<file path="src/rtl/clock_divider_prog.sv">
// Programmable glitch-free integer clock divider. Ratio changes and start/stop
// are deferred to period boundaries so clk_out never carries a runt pulse.
module clock_divider_prog #(
   parameter int WIDTH       = 8,
   parameter int DEFAULT_DIV = 4
) (
   input  logic             clk_in,
   input  logic             rst_n,
   input  logic             en,
   input  logic [WIDTH-1:0] div_ratio,
   input  logic             div_load,
   output logic             div_ack,
   output logic             clk_out,
   output logic             running
);

   typedef enum logic [1:0] {IDLE, HIGH, LOW} state_e;

   localparam logic [WIDTH:0]   ONE_W = 1;
   localparam logic [WIDTH-1:0] ONE   = 1;
   localparam logic [WIDTH-1:0] TWO   = 2;
   localparam logic [WIDTH-1:0] DEF   = WIDTH'(DEFAULT_DIV);

   state_e           state_q, state_d;
   logic [WIDTH-1:0] cnt_q, cnt_d;
   logic [WIDTH-1:0] active_q, active_d;
   logic [WIDTH-1:0] pending_q, pending_d;
   logic             pending_vld_q, pending_vld_d;
   logic             clk_out_q, clk_out_d;
   logic             div_ack_q, div_ack_d;
   logic             running_q, running_d;

   logic [WIDTH-1:0] hi_last, lo_last, ratio_clamped;
   logic             boundary;

   // HIGH lasts ceil(N/2) cycles, LOW floor(N/2); widen before +1 so N=2**WIDTH-1 is safe.
   assign hi_last       = WIDTH'(({1'b0, active_q} + ONE_W) >> 1) - ONE;
   assign lo_last       = (active_q >> 1) - ONE;
   assign ratio_clamped = (div_ratio < TWO) ? TWO : div_ratio;

   always_comb begin
      state_d       = state_q;
      cnt_d         = cnt_q;
      active_d      = active_q;
      pending_d     = pending_q;
      pending_vld_d = pending_vld_q;
      div_ack_d     = 1'b0;
      boundary      = 1'b0;

      case (state_q)
         IDLE: begin
            boundary = 1'b1;
            if (en) begin
               state_d = HIGH;
               cnt_d   = '0;
            end
         end
         HIGH: begin
            if (cnt_q == hi_last) begin
               state_d = LOW;
               cnt_d   = '0;
            end else begin
               cnt_d = cnt_q + ONE;
            end
         end
         LOW: begin
            if (cnt_q == lo_last) begin
               boundary = 1'b1;
               state_d  = en ? HIGH : IDLE;
               cnt_d    = '0;
            end else begin
               cnt_d = cnt_q + ONE;
            end
         end
         default: state_d = IDLE;
      endcase

      // A load coinciding with a boundary wins over applying the older pending value.
      if (div_load) begin
         pending_d     = ratio_clamped;
         pending_vld_d = 1'b1;
      end else if (boundary && pending_vld_q) begin
         active_d      = pending_q;
         pending_vld_d = 1'b0;
         div_ack_d     = 1'b1;
      end

      clk_out_d = (state_d == HIGH);
      running_d = (state_d != IDLE);
   end

   always_ff @(posedge clk_in or negedge rst_n) begin
      if (!rst_n) begin
         state_q       <= IDLE;
         cnt_q         <= '0;
         active_q      <= DEF;
         pending_q     <= DEF;
         pending_vld_q <= 1'b0;
         clk_out_q     <= 1'b0;
         div_ack_q     <= 1'b0;
         running_q     <= 1'b0;
      end else begin
         state_q       <= state_d;
         cnt_q         <= cnt_d;
         active_q      <= active_d;
         pending_q     <= pending_d;
         pending_vld_q <= pending_vld_d;
         clk_out_q     <= clk_out_d;
         div_ack_q     <= div_ack_d;
         running_q     <= running_d;
      end
   end

   assign clk_out = clk_out_q;
   assign div_ack = div_ack_q;
   assign running = running_q;

endmodule

</file>
<file path="config.mk">
export PLATFORM = sky130hd
export DESIGN_NAME = clock_divider_prog
export DESIGN_NICKNAME = d
export VERILOG_FILES = /design/src/rtl/clock_divider_prog.sv
export SDC_FILE = /design/constraint.sdc
export NUM_CORES = 1
export LEC_CHECK = 0
export CAP_MARGIN = 20
export CORE_ASPECT_RATIO = 0.7
export CORE_UTILIZATION = 50
export DETAILED_ROUTE_END_ITERATION = 12
export PLACE_DENSITY = 0.74
export SYNTH_ARGS = -nofsm -noshare
export SYNTH_HDL_FRONTEND = slang
export SYNTH_SLANG_ARGS = --single-unit
</file>
<file path="constraint.sdc">
create_clock -name clk_in -period 2.5 [get_ports clk_in]
set_input_delay 0.25 -clock clk_in [delete_from_list [all_inputs] [get_ports clk_in]]
set_output_delay 0.25 -clock clk_in [all_outputs]
set_load 0.05 [all_outputs]
</file>
==> out/results.tsv, run 1 <==
metric	value	unit
status	finished, violations left	
violations	setup timing	
reg2reg_depth	8	
track_usage	0.2603	
fin_skew	0.006192	ns
drive_above_1_share	0.4134	
place_inst	323	
synth_nets	257	
max_slew.worst_pin.slew	0.5282	ns
vias_per_cell	5.941	
syn_inst	235	
rsz0062_at_grt	yes	
required	2.67	ns
slew_headroom	0.6433	
synth-simple-area-share	0.1842	
mostFrequentLayoutCell	buf_4	
avgSynthCellArea	9.743	µm²
cts_buffers	5	
gp_congestion	0.8284	
finalCriticalPeriod	2.820	ns
setup_slack	-0.3197	ns
drtIter0Drc	138	
htree_levels	2	
post-place-ws	-0.4068	ns
synth_edf_count	0	
io_pins	15	
layout_common_cells	37 x buf_4, 28 x dfrtp_1, 16 x inv_1, 14 x clkdlybuf4s50_1, 13 x nor2_1	
max-vdd-ir-drop	0.3750	mV
grt_max_degree	31	
dieHeight	58.62	µm
critPathMaxFanout	9	
diodes	0	
yosysSeqAreaShare	0.3290	
synth_top_family_by_area	simple AND/OR/NAND/NOR gates	
worstPathBufferInverterCount	1	
cpLargestDelayFamily	simple AND/OR/NAND/NOR gates	
wl_per_cell	17.83	µm
clkSinkCount	30	
synthAdderAreaFrac	0.05464	
r2r_slack	-0.32	ns
die_area	0.004858	mm²
grtUsageMet3	0.05610	
grt_use_met2	0.4379	
total_power	0.9772	mW
synth_mux_area_frac	0.09508	
tritoncts	done	
async_reset_ff_frac	1.000	
syn_area	0.002290	mm²
synth_xor_area_frac	0.07869	
grt_pass1_vias	1997	
clk_latency	0.29	ns
ant_nets	0	
regToRegStartpoint	active_q[6]$_DFFE_PN0P_	
cts_hold_buf	0	
rows	20	
drt_first_pass_iters	4	
setup.worst_path.start_class	flop	
finalCritPeriodShare	1.128	
met1_usage	0.3321	
whs	0.3419	ns
drc_errors	0	
worst_path_largest_cell_delay	0.59	ns
grt-busiest-layer	met2	
report.final.setup_viol	21	
rr_endpoint	active_q[7]$_DFFE_PN0P_	
fp.dieW	82.88	µm
yosys_warnings	0	
synth_ff_type	dfrtp_1	
cp_common_cell	nor4_2	
clk_pin_slew	0.07	ns
grt-ovfl-total	0	
clock_path_buffers	2	
dp_hpwl	4259	µm
io_buffers	14	
core-area	0.004379	mm²
hold_viol_final	0	
grt_pass1_wl	9556	µm
maxSlewViolCount	0	
fmax	0.3547	GHz
critPathArrivalTime	2.99	ns
wl	6025	µm
num_vias	2008	
start_util	0.5229	
utilization	0.7083	
nets	304	
synth_compound_area_frac	0.1672	
root_buffer	clkbuf_8	
p_leak	1.354	nW
end_kind	flop	
cp_cell_sequence	or4_4, nor4_4, nor4_2, nor4_2, a21oi_2, or3b_1, buf_6, mux2_4	
hold_class	in -> async	
drv_cap	0	
ys_ff_latch	30	
antenna_found_initial	0	
ys_types	62	
worstSetupPathType	reg -> reg	
p_per_area	315.0	mW/mm²
layoutNonFillerInstCount	338	
syn_to_final_growth	35.46	%
crit_slowest_cell	or4_4	
worst reg2reg max path, cell delays in order (launching register included):
cell and delay (ns):
dfrtp_1 0.39, or4_4 0.59, nor4_4 0.29, nor4_2 0.11, nor4_2 0.34, a21oi_2 0.14, or3b_1 0.38, buf_6 0.17
mux2_4 0.31
per-layer routing:
metal  vias up  share of wire
li1        951              -
met4         0          0.030
met3        20          0.051
met5         -              0
met1       974           0.45
met2        63           0.47
final cells by class:
class | instances | area (µm²)
timing repair buffer | 56 | 474.2
inverter | 18 | 67.56
multi-input combinational | 171 | 1643
tap | 55 | 68.82
sequential | 30 | 753.2
clock buffer | 6 | 82.58
clock inverter | 2 | 12.51
fill | 307 | 1277
worst max-delay path by stage:
stage / from / cells past startpoint / slack, ns / to
6_report: active_q[6]$_DFFE_PN0P_ / 8 / -0.32 / active_q[7]$_DFFE_PN0P_
3_3_place_gp: active_q[3]$_DFFE_PN0P_ / 8 / -0.32 / active_q[1]$_DFFE_PN0P_
2_1_floorplan: active_q[2]$_DFFE_PN1P_ / 11 / -0.17 / active_q[0]$_DFFE_PN0P_
4_1_cts: active_q[6]$_DFFE_PN0P_ / 8 / -0.30 / active_q[7]$_DFFE_PN0P_
5_1_grt: active_q[6]$_DFFE_PN0P_ / 8 / -0.39 / active_q[7]$_DFFE_PN0P_
3_5_place_dp: active_q[3]$_DFFE_PN0P_ / 8 / -0.41 / active_q[7]$_DFFE_PN0P_
cell usage after synthesis (3+ instances only):
cell | count | area, µm²
a21boi_0 | 3 | 22.52
xnor2_1 | 11 | 96.34
ha_1 | 10 | 125.1
nand4_1 | 5 | 31.28
nand3_1 | 7 | 35.03
mux2i_1 | 3 | 30.03
a31oi_1 | 6 | 37.54
mux2_2 | 6 | 67.56
nor3_1 | 6 | 30.03
o21ai_0 | 8 | 40.04
inv_1 | 18 | 67.56
nor4_1 | 3 | 18.77
and2_1 | 3 | 18.77
dfrtp_1 | 28 | 700.7
nand2_1 | 11 | 41.29
a2111oi_0 | 4 | 35.03
and3_1 | 5 | 31.28
buf_6 | 5 | 56.30
clkbuf_1 | 5 | 18.77
a21oi_1 | 3 | 15.01
xor2_1 | 7 | 61.31
nor2_1 | 13 | 48.80
o22ai_1 | 5 | 31.28
a211oi_1 | 3 | 22.52
mux2_4 | 8 | 120.1
clkbuf_8 | 4 | 55.05
per-stage QoR:
stage	instance area [µm²]	TNS, ns
final	3102	-3.894
after global routing	3102	-5.810
after CTS	3004	-3.296
after detailed placement	2656	-6.597
after global placement	2656	-4.218
after floorplan	2326	-1.746
power by group:
part / total, mW / switching [mW] / internal (mW)
Sequential: 0.508 / 0.00861 / 0.500
Combinational: 0.0503 / 0.0214 / 0.0290
Clock: 0.419 / 0.198 / 0.221
state kept, by name, indices dropped and copies added, names as in the netlist:
name	count
active_q	8
clk_out	1
cnt_q	8
div_ack	1
pending_q	8
pending_vld_q	1
running	1
state_q	2
what timing repair did:
action,4_1_cts,5_1_grt
setup endpoints to repair,21,21
resized for setup,37,17
pin swaps,11,9
endpoints found under the hold margin,0,0
cloned,0,0
buffers inserted,6,1
cell families after synthesis:
kind of cell | count (synthesis)
compound gates | 52
buf+inv | 34
xor+xnor | 19
flops | 30
mux | 17
simple gates | 73
fa+ha+maj | 10
(Power assumes the default switching activity.)
==> run 2: changes to the inputs <==
- CORE_MARGIN: unset -> 4
- GPL_ROUTABILITY_DRIVEN: unset -> 1
==> run 2 against run 1 <==
The run still ends with setup timing left. Clock skew shrank 0.0021 ns. Critical path depth is 2 higher. Sequential cell count is the same. Design area grew 6.2%. Clock-buffer cell count unchanged. Power down 1.2%. Sequential share of layout area shrank 1.4 points.
==> out/results.tsv, run 2 (synthesized netlist as in run 1, its figures left out) <==
metric	value	unit	change
status	finished, violations left		
violations	setup timing		
setup_slack	-0.3626	ns	-0.04290 ns
root_buffer	clkbuf_8		
drtIter0Drc	180		+30%
placed_area	0.002694	mm²	+1.4%
cts_hold_buf	0		unchanged
report.final.setup_viol	21		unchanged
drt_first_pass_iters	4		unchanged
track_usage	0.2303		-0.03006
io_buffers	14		unchanged
setup.worst_path.start_class	flop		
nets	316		+3.9%
dp_hpwl	4068	µm	-4.5%
p_leak	1.431	nW	+5.7%
fin_skew	0.004089	ns	-0.002103 ns
critPathMaxFanout	6		-3
ant_nets	0		unchanged
clock_path_buffers	2		unchanged
critPathArrivalTime	3.03	ns	+0.04 ns
htree_levels	2		unchanged
drc_errors	0		unchanged
slew_headroom	0.6391		-0.004120
wl	6455	µm	+7.1%
layoutNonFillerInstCount	350		+3.6%
finalSetupTns	-4.839	ns	-0.9445 ns
drive_above_1_share	0.4678		+0.05437
grt-ovfl-total	0		unchanged
die_area	0.005743	mm²	+18%
diodes	0		unchanged
drv_cap	0		unchanged
required	2.67	ns	about the same
max_slew.worst_pin.slew	0.5396	ns	+0.01140 ns
p_per_area	293.1	mW/mm²	-7.0%
clk_pin_slew	0.06	ns	about the same
vias_per_cell	5.943		about the same
hold_class	in -> async		
maxSlewViolCount	0		unchanged
dieHeight	64.62	µm	+10%
clkSinkCount	30		unchanged
hold_viol_final	0		unchanged
max-vdd-ir-drop	0.4082	mV	+8.9%
stdcell_area	0.003293	mm²	+6.2%
cts_buffers	5		unchanged
finalCriticalPeriod	2.863	ns	+0.04290 ns
finalCritPeriodShare	1.145		+0.01716
reg.largest.list	active_q (8), cnt_q (8), pending_q (8)		
clk_latency	0.28	ns	about the same
wl_per_cell	18.44	µm	+3.5%
tritoncts	done		
fmax	0.3493	GHz	-1.5%
io_pins	15		unchanged
utilization	0.7520		+0.04371
core-area	0.004379	mm²	unchanged
syn_to_final_growth	43.83	%	
num_vias	2080		+3.6%
end_kind	flop		
start_util	0.5229		unchanged
grt_max_degree	31		unchanged
grt_pass1_wl	10010	µm	+4.7%
worstSetupPathType	reg -> reg		
gp_congestion	0.9187		+11%
place_inst	328		+1.5%
mostFrequentLayoutCell	buf_4		
antenna_found_initial	0		unchanged
rsz0062_at_grt	yes		
fp.dieW	88.88	µm	+7.2%
rows	20		unchanged
layout_common_cells	41 x buf_4, 28 x dfrtp_1, 15 x inv_1, 14 x clkdlybuf4s50_1		
grt_pass1_vias	2014		+0.85%
-- run 2: cell types whose count changed in the layout (fill, tap and decap cells not counted), sizes merged --
cell,change
buf,+12
-- run 2: worst paths after layout --
kind                                            from  cells after the start  slack [ns]                         to
min                                            rst_n                      2        0.36       cnt_q[6]$_DFFE_PN0P_
min in group clk_in        pending_vld_q$_DFFE_PN0P_                      1        0.48  pending_vld_q$_DFFE_PN0P_
min reg2reg                pending_vld_q$_DFFE_PN0P_                      1        0.48  pending_vld_q$_DFFE_PN0P_
max in group asynchronous                      rst_n                      2        1.82    active_q[2]$_DFFE_PN1P_
max reg2reg                  active_q[2]$_DFFE_PN1P_                     10       -0.36    active_q[3]$_DFFE_PN0P_
max                          active_q[2]$_DFFE_PN1P_                     10       -0.36    active_q[3]$_DFFE_PN0P_
-- run 2: layer usage --
metal  vias to the layer above  wire [µm]  share of wire  global-route usage
met5                         -          0              0                   0
met1                      1007       2908           0.45              0.3201
met3                        14        355          0.055             0.04574
met4                         0        133          0.021             0.06981
met2                        73       3058           0.47              0.3602
li1                        986          -              -                   -
-- run 2: repair_timing --
action	in CTS	in global routing
gates cloned	0	1
gates resized for setup	37	47
setup endpoints to repair	21	21
buffers inserted	4	10
pin swaps	14	30
-- run 2: area by class of cell --
cell class	instances	area, µm²
multi-input cells	171	1712
fillers	262	1086
flip-flops and latches	30	753.2
repair buffers	68	594.3
clock buffers	6	82.58
inverters	18	70.07
well taps	55	68.82
clock inverters	2	12.51
-- run 2: power breakdown --
part	internal (mW)	switching (mW)	total [mW]
combinational	0.0290	0.0214	0.0504
clock	0.221	0.186	0.407
sequential	0.500	0.00844	0.508
-- run 2: worst max-delay path, cell delays in order, from the launching register on --
cell and delay (ns):
dfstp_2 0.57, inv_2 0.05, ha_4 0.17, o21bai_1 0.14, a21boi_0 0.40, nor4_4 0.09
nor4_4 0.34, a21oi_2 0.13, or3b_4 0.41, buf_6 0.15, mux2_4 0.29
-- run 2: through the flow --
stage / power [mW] / setup WS [ns] / hold slack (ns)
floorplan: 0.5301 / -0.1678 / -0.04559
global placement: 0.5649 / -0.3098 / 0.4546
detailed placement: 0.5672 / -0.3575 / 0.4689
CTS: 0.9710 / -0.2876 / 0.3602
global route: 1.014 / -0.4734 / 0.3870
finish: 0.9651 / -0.3626 / 0.3605
==> run 3: changes to the inputs <==
- CORE_MARGIN: 4 -> unset
==> results of run 3 <==
Final layout, timing and power as in run 1 (identical DEF).
